### src/rtl/weight_loader.sv
// weight_loader: collects an N x N weight tile row by row, then shifts it into
// a systolic array column-wise (last row first) so that MAC row r ends up with
// tile row r, and finally requests a shadow-to-active swap.
// Optional feature: define WEIGHT_LOADER_AUTO_SWAP_EN to swap automatically
// right after the shift phase instead of waiting for swap_req in HOLD.
module weight_loader #(
  parameter int N  = 4,
  parameter int DW = 8
) (
  input  logic            clk,
  input  logic            rst_n,
  input  logic            in_valid,
  output logic            in_ready,
  input  logic [N*DW-1:0] in_row,
  input  logic            swap_req,
  output logic [N*DW-1:0] weight_out,
  output logic            load_weight,
  output logic            swap_weights,
  output logic            tile_ready
);

  localparam int CW = $clog2(N);
  localparam logic [CW-1:0] LAST_IDX = CW'(N - 1);
  localparam logic [CW-1:0] PREV_IDX = CW'(N - 2);

  typedef enum logic [1:0] {
    FILL  = 2'd0,
    SHIFT = 2'd1,
    HOLD  = 2'd2
  } state_t;

  state_t            state_r, state_nxt_s;
  logic [CW-1:0]     row_cnt_r, row_cnt_nxt_s;
  logic [CW-1:0]     shift_cnt_r, shift_cnt_nxt_s;
  logic [N*DW-1:0]   buf_r [N];
  logic [N*DW-1:0]   weight_out_r, weight_out_nxt_s;
  logic              load_weight_r, load_weight_nxt_s;
  logic              swap_weights_r, swap_weights_nxt_s;
  logic              tile_ready_r, tile_ready_nxt_s;
  logic              fill_s;
  logic              accept_s;
  logic [CW-1:0]     rd_idx_s;

`ifdef WEIGHT_LOADER_AUTO_SWAP_EN
  logic unused_swap_req_s;
  assign unused_swap_req_s = swap_req;
`endif

  assign fill_s   = (state_r == FILL);
  assign accept_s = fill_s & in_valid;
  // Shift cycle k+1 presents slot N-2-k; slot N-1 goes out straight from in_row.
  assign rd_idx_s = PREV_IDX - shift_cnt_r;

  assign in_ready     = fill_s;
  assign weight_out   = weight_out_r;
  assign load_weight  = load_weight_r;
  assign swap_weights = swap_weights_r;
  assign tile_ready   = tile_ready_r;

  // Next-state and next-output decode for the fill/shift/hold sequencer.
  always_comb begin
    state_nxt_s        = state_r;
    row_cnt_nxt_s      = row_cnt_r;
    shift_cnt_nxt_s    = shift_cnt_r;
    weight_out_nxt_s   = '0;
    load_weight_nxt_s  = 1'b0;
    swap_weights_nxt_s = 1'b0;
    tile_ready_nxt_s   = 1'b0;
    case (state_r)
      FILL: begin
        if (accept_s) begin
          if (row_cnt_r == LAST_IDX) begin
            // Final row bypasses the buffer so the shift starts next cycle.
            state_nxt_s       = SHIFT;
            row_cnt_nxt_s     = '0;
            shift_cnt_nxt_s   = '0;
            weight_out_nxt_s  = in_row;
            load_weight_nxt_s = 1'b1;
          end else begin
            row_cnt_nxt_s = row_cnt_r + 1'b1;
          end
        end else begin
          row_cnt_nxt_s = row_cnt_r;
        end
      end
      SHIFT: begin
        if (shift_cnt_r == LAST_IDX) begin
          shift_cnt_nxt_s = '0;
`ifdef WEIGHT_LOADER_AUTO_SWAP_EN
          state_nxt_s        = FILL;
          swap_weights_nxt_s = 1'b1;
`else
          state_nxt_s      = HOLD;
          tile_ready_nxt_s = 1'b1;
`endif
        end else begin
          shift_cnt_nxt_s   = shift_cnt_r + 1'b1;
          weight_out_nxt_s  = buf_r[rd_idx_s];
          load_weight_nxt_s = 1'b1;
        end
      end
      HOLD: begin
`ifdef WEIGHT_LOADER_AUTO_SWAP_EN
        state_nxt_s = FILL;
`else
        if (swap_req) begin
          state_nxt_s        = FILL;
          swap_weights_nxt_s = 1'b1;
        end else begin
          tile_ready_nxt_s = 1'b1;
        end
`endif
      end
      default: begin
        state_nxt_s     = FILL;
        row_cnt_nxt_s   = '0;
        shift_cnt_nxt_s = '0;
      end
    endcase
  end

  // Sequencer state, counters and registered outputs.
  always_ff @(posedge clk or negedge rst_n) begin
    if (!rst_n) begin
      state_r        <= FILL;
      row_cnt_r      <= '0;
      shift_cnt_r    <= '0;
      weight_out_r   <= '0;
      load_weight_r  <= 1'b0;
      swap_weights_r <= 1'b0;
      tile_ready_r   <= 1'b0;
    end else begin
      state_r        <= state_nxt_s;
      row_cnt_r      <= row_cnt_nxt_s;
      shift_cnt_r    <= shift_cnt_nxt_s;
      weight_out_r   <= weight_out_nxt_s;
      load_weight_r  <= load_weight_nxt_s;
      swap_weights_r <= swap_weights_nxt_s;
      tile_ready_r   <= tile_ready_nxt_s;
    end
  end

  // Row buffer: written only on an accepted row, never cleared between tiles.
  always_ff @(posedge clk) begin
    if (accept_s) begin
      buf_r[row_cnt_r] <= in_row;
    end
  end

endmodule

### config.mk
export PLATFORM = sky130hd
export DESIGN_NAME = weight_loader
export DESIGN_NICKNAME = d
export VERILOG_FILES = /design/src/rtl/weight_loader.sv
export SDC_FILE = /design/constraint.sdc
export NUM_CORES = 1
export LEC_CHECK = 0
export ABC_AREA = 1
export CORE_UTILIZATION = 30
export CTS_CLUSTER_SIZE = 20
export DETAILED_ROUTE_END_ITERATION = 10
export SYNTH_ARGS = -nofsm -noshare
export SYNTH_HDL_FRONTEND = slang
export SYNTH_SLANG_ARGS = --single-unit
### constraint.sdc
create_clock -name clk -period 2.8 [get_ports clk]
set_input_delay 0.56 -clock clk [delete_from_list [all_inputs] [get_ports clk]]
set_output_delay 0.56 -clock clk [all_outputs]
set_load 0.005 [all_outputs]
After elaboration in Yosys (flattened, before gate mapping) --
Memories as Yosys holds them, arrays and structs flattened. Cells that the tools add are included.
Cells by class: bitwise operators 3, reductions and logical operators 5, add/subtract/negate cells 3, equality and inequality tests 8, multiplexer cells 27
Operator list (count):
- 2-to-1 mux 32 bit | 3
- case mux 32 bit (2 select lines) | 1
- 2-to-1 mux 2 bit | 9
- case mux 2 bit (3 select lines) | 2
- 2-to-1 mux 1 bit | 9
- equality test 2 bit, second input constant | 3
- adder 2 x 1 -> 2 bit, second input constant | 2
- inequality test 2 x 1 -> 1 bit, second input constant | 2
- inequality test 2 bit, second input constant | 2
- case mux 1 bit (2 select lines) | 2
- case mux 2 bit (2 select lines) | 1
- AND reduction 4 bit | 1
- AND reduction 3 bit | 1
- equality test 2 x 1 -> 1 bit, second input constant | 1
- zero test 2 bit | 1
- NOT 1 bit | 2
- AND reduction 2 bit | 1
- OR reduction 2 bit | 1
- subtractor 2 bit, first input constant | 1
- AND 1 bit | 1
Storage, ports and cells: RAM bits 128, output and inout port bits 36, word-level logic and storage cells 54, input bits 36, memories kept 1, bits in registers 41
Memories:
- buf_r | depth 4, width 32, read ports 1, clocked after memory_dff 0, wr ports 1, line 35 | logic [N*DW-1:0] buf_r [N];

Longest topological paths before layout --
Gate-level depths: netlist of the first run.
depth after elaboration 4, mapped depth 8, depth with buffers taken out 8

Worst setup path after synthesis of the first run --
Ideal clock, no wire load.
kind register -> register, start point register state_r[0], end point memory buf_r[0][0] (netlist name) (enable), library setup time 0.421 ns, cell stages (with the launch flop) 5, data required time 2.379 ns, arrival time 2.225 ns, path slack 0.154 ns, clock period less this slack 2.646 ns, buffers on the path 0, path through dfrtp_1 inv_1 ha_1 nand2_2 nor2_1
On the way: longest elaborated chain between the ends 4
RTL lines:
- from (decl) | line 32 | state_t state_r, state_nxt_s;
- from (signal assigned) | line 133 | state_r <= state_nxt_s;
- zero test 2 bit | line 49 | assign fill_s = (state_r == FILL);
- net in_ready | line 13 | output logic in_ready,
- AND 1 bit | line 50 | assign accept_s = fill_s & in_valid;
- 2-to-1 mux 1 bit | line 145 | if (accept_s) begin
- 2-to-1 mux 1 bit (implied by the code) | line 146 | buf_r[row_cnt_r] <= in_row;
- to (decl) | line 35
The timed path passes the listed nets, and every way through them passes these cells.

Worst setup path after layout of the first run --
start point register state_r[1], end point output port in_ready
On the way: longest elaborated chain between the ends 1
RTL lines (line):
- zero test 2 bit | 49
- to (decl) | 13
No other way between the ends.

==> impl_metrics.prom, run 1 <==
# TYPE chip_impl_metric gauge
chip_impl_info{name="status",value="completed"} 1
chip_impl_metric{name="die_width",unit="um"} 154
chip_impl_metric{name="yosysSeqAreaShare",unit="%"} 70.1
chip_impl_info{name="endpoint_kind",value="output port"} 1
chip_impl_metric{name="worst-path-buf-inv",unit=""} 2
chip_impl_metric{name="drt_drc_violations_left",unit=""} 0
chip_impl_metric{name="async_flop_share",unit="%"} 24.3
chip_impl_info{name="timing.critical_path.from_type",value="flip-flop"} 1
chip_impl_info{name="crit_path_cell_trace",value="inv_1 -> ha_1 -> clkdlybuf4s50_1"} 1
chip_impl_metric{name="final.hold.worst_slack",unit="ns"} 0.230
chip_impl_metric{name="synth_cell_types",unit=""} 19
chip_impl_metric{name="maximum_clock_frequency",unit="GHz"} 0.428
chip_impl_metric{name="finalWorstPathRequiredPeriod",unit="ns"} 2.34
chip_impl_metric{name="cts_resized",unit=""} 0
chip_impl_info{name="cp_top_family",value="buffers and inverters"} 1
chip_impl_metric{name="layout.filler_cells",unit=""} 2221
chip_impl_metric{name="place_ws",unit="ns"} 0.658
chip_impl_metric{name="power.leakage",unit="nW"} 3.68
chip_impl_metric{name="final-setup-viol-count",unit=""} 0
chip_impl_metric{name="global_route_wire_length_before_repair",unit="um"} 22900
chip_impl_metric{name="power.density_cell_area",unit="nW/um^2"} 936
chip_impl_metric{name="worst_slack",unit="ns"} 0.463
chip_impl_metric{name="max_slew_margin",unit="%"} 52.4
chip_impl_metric{name="final_cell_area",unit="um^2"} 8540
chip_impl_metric{name="detailedRoute.firstPassIterationCount",unit=""} 4
chip_impl_info{name="root_buffer",value="clkbuf_16"} 1
chip_impl_info{name="most_common_cell_after_layout_fill_and_taps_aside",value="nand2_1"} 1
chip_impl_metric{name="cts_buffers",unit=""} 17
chip_impl_metric{name="synth.ff_latch_count",unit=""} 169
chip_impl_info{name="synth.top_cells.by_area",value="edfxtp_1 55%, dfrtp_1 15%, nand2_1 13%"} 1
chip_impl_metric{name="chipHeight",unit="um"} 154
chip_impl_info{name="grt_setup_unrepaired",value="false"} 1
chip_impl_info{name="cts_tree",value="built"} 1
chip_impl_metric{name="layout_worst_path_cycle_share",unit="%"} 83.5
chip_impl_metric{name="critPathRequiredTime",unit="ns"} 2.24
chip_impl_metric{name="rows",unit=""} 55
chip_impl_info{name="path_class",value="flip-flop to output port"} 1
chip_impl_info{name="synth.largest_area_cell",value="edfxtp_1"} 1
chip_impl_metric{name="detail_route.wl_per_cell",unit="um"} 14.0
chip_impl_metric{name="design.portCount",unit=""} 72
chip_impl_info{name="synth_flop_cell",value="edfxtp_1"} 1
chip_impl_metric{name="number_of_global_route_vias_before_repair",unit=""} 4251
chip_impl_metric{name="detailed_router_s_first_iteration_violation_count",unit=""} 200
chip_impl_metric{name="globalRouteTotalUtil",unit="%"} 12.8
chip_impl_metric{name="dp_hpwl",unit="um"} 8480
chip_impl_metric{name="count_of_placed_standard_cells_including_taps",unit=""} 981
chip_impl_metric{name="layout-drive-gt1-share",unit="%"} 7.69
chip_impl_metric{name="via_per_inst",unit=""} 4.26
chip_impl_metric{name="report.final.slew_viol_count",unit=""} 0
chip_impl_metric{name="final_ant_viol_nets",unit=""} 0
chip_impl_metric{name="drt_wl_total",unit="um"} 14100
chip_impl_metric{name="critical_path_arrival",unit="ns"} 1.78
chip_impl_metric{name="drv.max_cap_violation_count",unit=""} 0
chip_impl_metric{name="via_count",unit=""} 4319
chip_impl_metric{name="cts_setup_buffers",unit=""} 0
chip_impl_metric{name="syn_nets",unit=""} 686
chip_impl_info{name="commonest_cells_after_routing_fill_and_taps_aside",value="244 x nand2_1, 128 x edfxtp_1, 87 x inv_1"} 1
chip_impl_metric{name="gp_congestion",unit=""} 0.695
chip_impl_metric{name="post_dp_cell_area",unit="um^2"} 7950
chip_impl_info{name="timing.hold.worst.class",value="input port to asynchronous set/reset pin"} 1
chip_impl_metric{name="initial_antenna_violation_count",unit=""} 0
chip_impl_metric{name="clkSlewWorstSetupHoldPaths",unit="ns"} 0.07
chip_impl_metric{name="clock_path_buffers",unit=""} 2
chip_impl_metric{name="cts.htree.levels",unit=""} 4
chip_impl_metric{name="worst-path-max-fanout",unit=""} 5
chip_impl_metric{name="finClkSkew",unit="ns"} 0.00909
chip_impl_metric{name="netlist.area_leader.share",unit="%"} 55.3
chip_impl_metric{name="synth-edff-count",unit=""} 128
chip_impl_metric{name="clock_latency",unit="ns"} 0.43
chip_impl_metric{name="tritoncts_num_sinks",unit=""} 169
chip_impl_metric{name="antenna_cells_inserted",unit=""} 0
chip_impl_metric{name="syn_to_final_growth",unit="%"} 22.9
chip_impl_metric{name="globalRoute.totalOverflow",unit=""} 0
chip_impl_metric{name="core",unit="um^2"} 22700
chip_impl_metric{name="starting_density_of_the_core",unit="%"} 30.6
chip_impl_metric{name="peakVddDrop",unit="mV"} 0.366
chip_impl_metric{name="grt_max_degree",unit=""} 66
chip_impl_metric{name="fin_tns_setup",unit="ns"} 0
chip_impl_metric{name="report.final.hold_viol_count",unit=""} 0
chip_impl_metric{name="nets",unit=""} 760
chip_impl_info{name="cpMaxStageDelayCell",value="clkdlybuf4s50_1"} 1
chip_impl_metric{name="dieArea",unit="um^2"} 23800
chip_impl_metric{name="synth_cells",unit=""} 641
chip_impl_metric{name="port-buffer-count",unit=""} 71
chip_impl_metric{name="synthesis.area_per_instance",unit="um^2"} 10.8
chip_impl_metric{name="syn-cell-area",unit="um^2"} 6950
chip_impl_metric{name="worstMarginPinSlew",unit="ns"} 0.713
chip_impl_metric{name="instances_no_fill",unit=""} 1013
chip_impl_metric{name="synth.yosys.warnings",unit=""} 0
chip_impl_metric{name="cts.hold.buffers_added",unit=""} 0
chip_impl_metric{name="slowest_delay",unit="ns"} 0.56
==> worst register-to-register path: stages, from the launching register on <==
cell and delay (ns):
dfrtp_1 0.40, ha_2 0.43, inv_2 0.57, nand3_1 0.18
nand3_1 0.13, nand2_1 0.07
==> final cells by class <==
| class | instances | area (um^2) | area share [%] |
|---|---|---|---|
| clock buffers | 17 | 425 | 4.98 |
| clock inverters | 15 | 161 | 1.89 |
| inverters | 94 | 353 | 4.13 |
| multi-input cells | 351 | 1540 | 18.1 |
| flip-flops and latches | 169 | 4870 | 57.1 |
| well taps | 285 | 357 | 4.18 |
| repair buffers | 82 | 826 | 9.67 |
==> cells in the mapped netlist, types with 4 or more instances <==
library cell / instances
buf_6: 10
dfrtp_1: 41
ha_1: 9
edfxtp_1: 128
inv_2: 6
nand3_1: 81
buf_2: 12
nor2_1: 8
buf_4: 4
nand2_1: 244
inv_1: 87
==> power by group <==
group	switching [mW]	leakage (nW)	total, mW	internal, mW
Clock	1.03	0.282	2.29	1.26
Combinational	1.54	1.69	2.43	0.887
Sequential	0.123	1.70	3.27	3.15
Total	2.70	3.68	7.99	5.30
==> layer usage <==
layer	routed length [um]	track usage, %	part of all wire [%]
met5	0	0	0
met4	163	4.57	1.2
met3	685	3.45	4.8
met2	6860	21.2	49
met1	6430	16.1	45
==> path summary, 6_finish.rpt <==
kind	startpoint	endpoint	slack, ns	cells past startpoint
min in group clk	state_r[1]	state_r[1]	0.51	2
setup reg to reg	shift_cnt_r[1]	weight_out[14]	0.90	5
hold / removal	rst_n	weight_out[8]	0.23	2
hold reg to reg	state_r[1]	state_r[1]	0.51	2
setup / recovery	state_r[1]	in_ready	0.46	3
max in group asynchronous	rst_n	shift_cnt_r[0]	2.11	2
==> sequential cells by signal (all words and copies together), names as in the netlist <==
signal / flops
buf_r: 128
weight_out: 32
row_cnt_r: 2
shift_cnt_r: 2
state_r: 2
load_weight: 1
swap_weights: 1
tile_ready: 1
==> per-stage QoR <==
step	util, %	total power, mW
after detailed placement	35.0	5.81
after floorplan	-	4.93
after global routing	37.6	8.54
after CTS	37.6	8.12
final	37.6	7.99
after global placement	35.0	5.78
==> logic make-up after synthesis <==
family	after synthesis	synth area share (%)
AOI/OAI and AO/OA	7	0.540
adders and majority gates	9	1.62
buffers and inverters	121	8.05
DFF	169	70.1
and+or+nand+nor	335	19.7
(Power assumes the default switching activity.)
==> run 2: changes to the inputs <==
==> constraint.sdc (replaced) <==
create_clock -name clk -period 2.3 [get_ports clk]
set_input_delay 0.46 -clock clk [delete_from_list [all_inputs] [get_ports clk]]
set_output_delay 0.46 -clock clk [all_outputs]
set_load 0.005 [all_outputs]
==> run 2 against run 1 <==
Compared with the run above:
- sequential share of layout area down 0.64 points
- via count up 1.5%
- clock power up 31%
- critical endpoint unchanged
- sequential power up 22%
- core utilization up 0.43 points
- design area up 1.1%
- sequential cell count unchanged
==> impl_metrics.prom, run 2 (synthesis results as in run 1) <==
# TYPE chip_impl_metric gauge
chip_impl_metric{name="via_count",unit=""} 4383
chip_impl_metric{name="design_power_total",unit="mW"} 10.0
chip_impl_metric{name="drv.max_cap_violation_count",unit=""} 0
chip_impl_info{name="cpMaxStageDelayCell",value="clkdlybuf4s50_1"} 1
chip_impl_metric{name="multi_input_area",unit="um^2"} 1550
chip_impl_metric{name="cts_setup_buffers",unit=""} 0
chip_impl_metric{name="worst-path-buf-inv",unit=""} 2
chip_impl_metric{name="port-buffer-count",unit=""} 71
chip_impl_metric{name="fin_tns_setup",unit="ns"} 0
chip_impl_metric{name="starting_density_of_the_core",unit="%"} 30.6
chip_impl_metric{name="area.sequential",unit="um^2"} 4870
chip_impl_metric{name="power.density_cell_area",unit="nW/um^2"} 1160
chip_impl_metric{name="slowest_delay",unit="ns"} 0.53
chip_impl_metric{name="via_per_inst",unit=""} 4.31
chip_impl_metric{name="layout-drive-gt1-share",unit="%"} 8.19
chip_impl_metric{name="layout_worst_path_cycle_share",unit="%"} 95.2
chip_impl_metric{name="globalRouteTotalUtil",unit="%"} 13.0
chip_impl_metric{name="die_width",unit="um"} 154
chip_impl_metric{name="chipHeight",unit="um"} 154
chip_impl_info{name="most_flop_heavy_register",value="buf_r"} 1
chip_impl_metric{name="final-setup-viol-count",unit=""} 0
chip_impl_metric{name="dp_hpwl",unit="um"} 8590
chip_impl_metric{name="clock_latency",unit="ns"} 0.42
chip_impl_info{name="most_common_cell_after_layout_fill_and_taps_aside",value="nand2_1"} 1
chip_impl_metric{name="maximum_clock_frequency",unit="GHz"} 0.457
chip_impl_metric{name="global_route_wire_length_before_repair",unit="um"} 23300
chip_impl_metric{name="cts.htree.levels",unit=""} 4
chip_impl_info{name="root_buffer",value="clkbuf_16"} 1
chip_impl_metric{name="detailed_router_s_first_iteration_violation_count",unit=""} 259
chip_impl_info{name="timing.hold.worst.class",value="input port to asynchronous set/reset pin"} 1
chip_impl_metric{name="drt_drc_violations_left",unit=""} 0
chip_impl_metric{name="gp_congestion",unit=""} 0.690
chip_impl_metric{name="dieArea",unit="um^2"} 23800
chip_impl_metric{name="layout.filler_cells",unit=""} 2191
chip_impl_metric{name="final_cell_area",unit="um^2"} 8630
chip_impl_metric{name="design.portCount",unit=""} 72
chip_impl_info{name="timing.critical_path.from_type",value="flip-flop"} 1
chip_impl_info{name="commonest_cells_after_routing_fill_and_taps_aside",value="244 x nand2_1, 128 x edfxtp_1, 87 x inv_1"} 1
chip_impl_metric{name="critical_path_arrival",unit="ns"} 1.73
chip_impl_info{name="path_class",value="flip-flop to output port"} 1
chip_impl_metric{name="worst-path-max-fanout",unit=""} 5
chip_impl_metric{name="timing.reg2reg.setup_slack",unit="ns"} 0.53
chip_impl_info{name="status",value="completed"} 1
chip_impl_metric{name="place_ws",unit="ns"} 0.311
chip_impl_metric{name="largest_register_ffs",unit=""} 128
chip_impl_metric{name="detailedRoute.firstPassIterationCount",unit=""} 4
chip_impl_metric{name="detail_route.wl_per_cell",unit="um"} 14.1
chip_impl_metric{name="drt_wl_total",unit="um"} 14400
chip_impl_metric{name="syn_to_final_growth",unit="%"} 24.3
chip_impl_metric{name="final_core_util",unit="%"} 38.0
chip_impl_info{name="crit_path_cell_trace",value="inv_1 -> ha_2 -> clkdlybuf4s50_1"} 1
chip_impl_metric{name="final_ant_viol_nets",unit=""} 0
chip_impl_metric{name="clkSlewWorstSetupHoldPaths",unit="ns"} 0.06
chip_impl_info{name="cts_tree",value="built"} 1
chip_impl_metric{name="rows",unit=""} 55
chip_impl_metric{name="worst_slack",unit="ns"} 0.111
chip_impl_metric{name="initial_antenna_violation_count",unit=""} 0
chip_impl_metric{name="report.final.slew_viol_count",unit=""} 0
chip_impl_metric{name="tritoncts_num_sinks",unit=""} 169
chip_impl_metric{name="globalRoute.totalOverflow",unit=""} 0
chip_impl_metric{name="number_of_global_route_vias_before_repair",unit=""} 4346
chip_impl_metric{name="power.leakage",unit="nW"} 3.73
chip_impl_metric{name="core",unit="um^2"} 22700
chip_impl_metric{name="nets",unit=""} 765
chip_impl_metric{name="post_dp_cell_area",unit="um^2"} 8010
chip_impl_metric{name="cts_buffers",unit=""} 17
chip_impl_metric{name="peakVddDrop",unit="mV"} 0.692
chip_impl_metric{name="worstMarginPinSlew",unit="ns"} 0.746
chip_impl_info{name="endpoint_kind",value="output port"} 1
chip_impl_metric{name="report.final.hold_viol_count",unit=""} 0
chip_impl_info{name="grt_setup_unrepaired",value="false"} 1
chip_impl_metric{name="finalWorstPathRequiredPeriod",unit="ns"} 2.19
chip_impl_metric{name="critPathRequiredTime",unit="ns"} 1.84
chip_impl_metric{name="clock_path_buffers",unit=""} 2
chip_impl_metric{name="max_slew_margin",unit="%"} 50.2
chip_impl_metric{name="grt_max_degree",unit=""} 66
chip_impl_info{name="cp_top_family",value="buffers and inverters"} 1
chip_impl_metric{name="antenna_cells_inserted",unit=""} 0
chip_impl_metric{name="finClkSkew",unit="ns"} 0.00826
-- run 2: cell types whose count changed in the layout (fill, tap and decap cells not counted), sizes merged --
cell / before / now
buf: 12 / 17
inv: 100 / 95
bufinv: 1 / 4
clkbuf: 17 / 20
clkinvlp: 2 / 1
-- run 2: timing repair --
action                                  in CTS  in global routing
resized for setup                            1                  0
endpoints found under the setup margin       1                  0
hold buffers                                 0                  0
-- run 2: layout make-up --
cell class                      count  area share (%)
Clock buffer                       20            5.17
Clock inverter                     12            2.00
Inverter                           94            4.09
Multi-Input combinational cell    351            17.9
Sequential cell                   169            56.4
Tap cell                          285            4.13
Timing Repair Buffer               87            10.3
-- run 2: per-layer routing --
layer  track usage (%)  vias to the layer above  wire length, um
li1                  -                     2205                -
met1              16.1                     2058             6390
met2              21.9                      108             7020
met3              3.87                       12              841
met4              4.29                        0              139
met5                 0                        -                0
-- run 2: report_power, final --
| group | switching (mW) | total, mW | internal [mW] |
|---|---|---|---|
| sequential | 0.151 | 3.99 | 3.83 |
| clock | 1.14 | 2.99 | 1.85 |
| combinational | 1.90 | 3.06 | 1.16 |
| total | 3.20 | 10.0 | 6.84 |
-- run 2: path summary, 6_finish.rpt --
kind | from | to | cells past startpoint
min | rst_n | weight_out[8] | 1
max in group asynchronous | rst_n | shift_cnt_r[0] | 2
max reg2reg | state_r[0] | buf_r[3][9] | 5
min reg2reg | state_r[1] | state_r[1] | 2
max | state_r[0] | in_ready | 3
min in group clk | state_r[1] | state_r[1] | 2
-- run 2: stage by stage --
step	hold slack, ns	std cells
floorplan	0.164	641
global placement	0.492	986
detailed placement	0.494	986
CTS	0.0346	1018
global route	0.0534	1018
finish	0.0347	1018
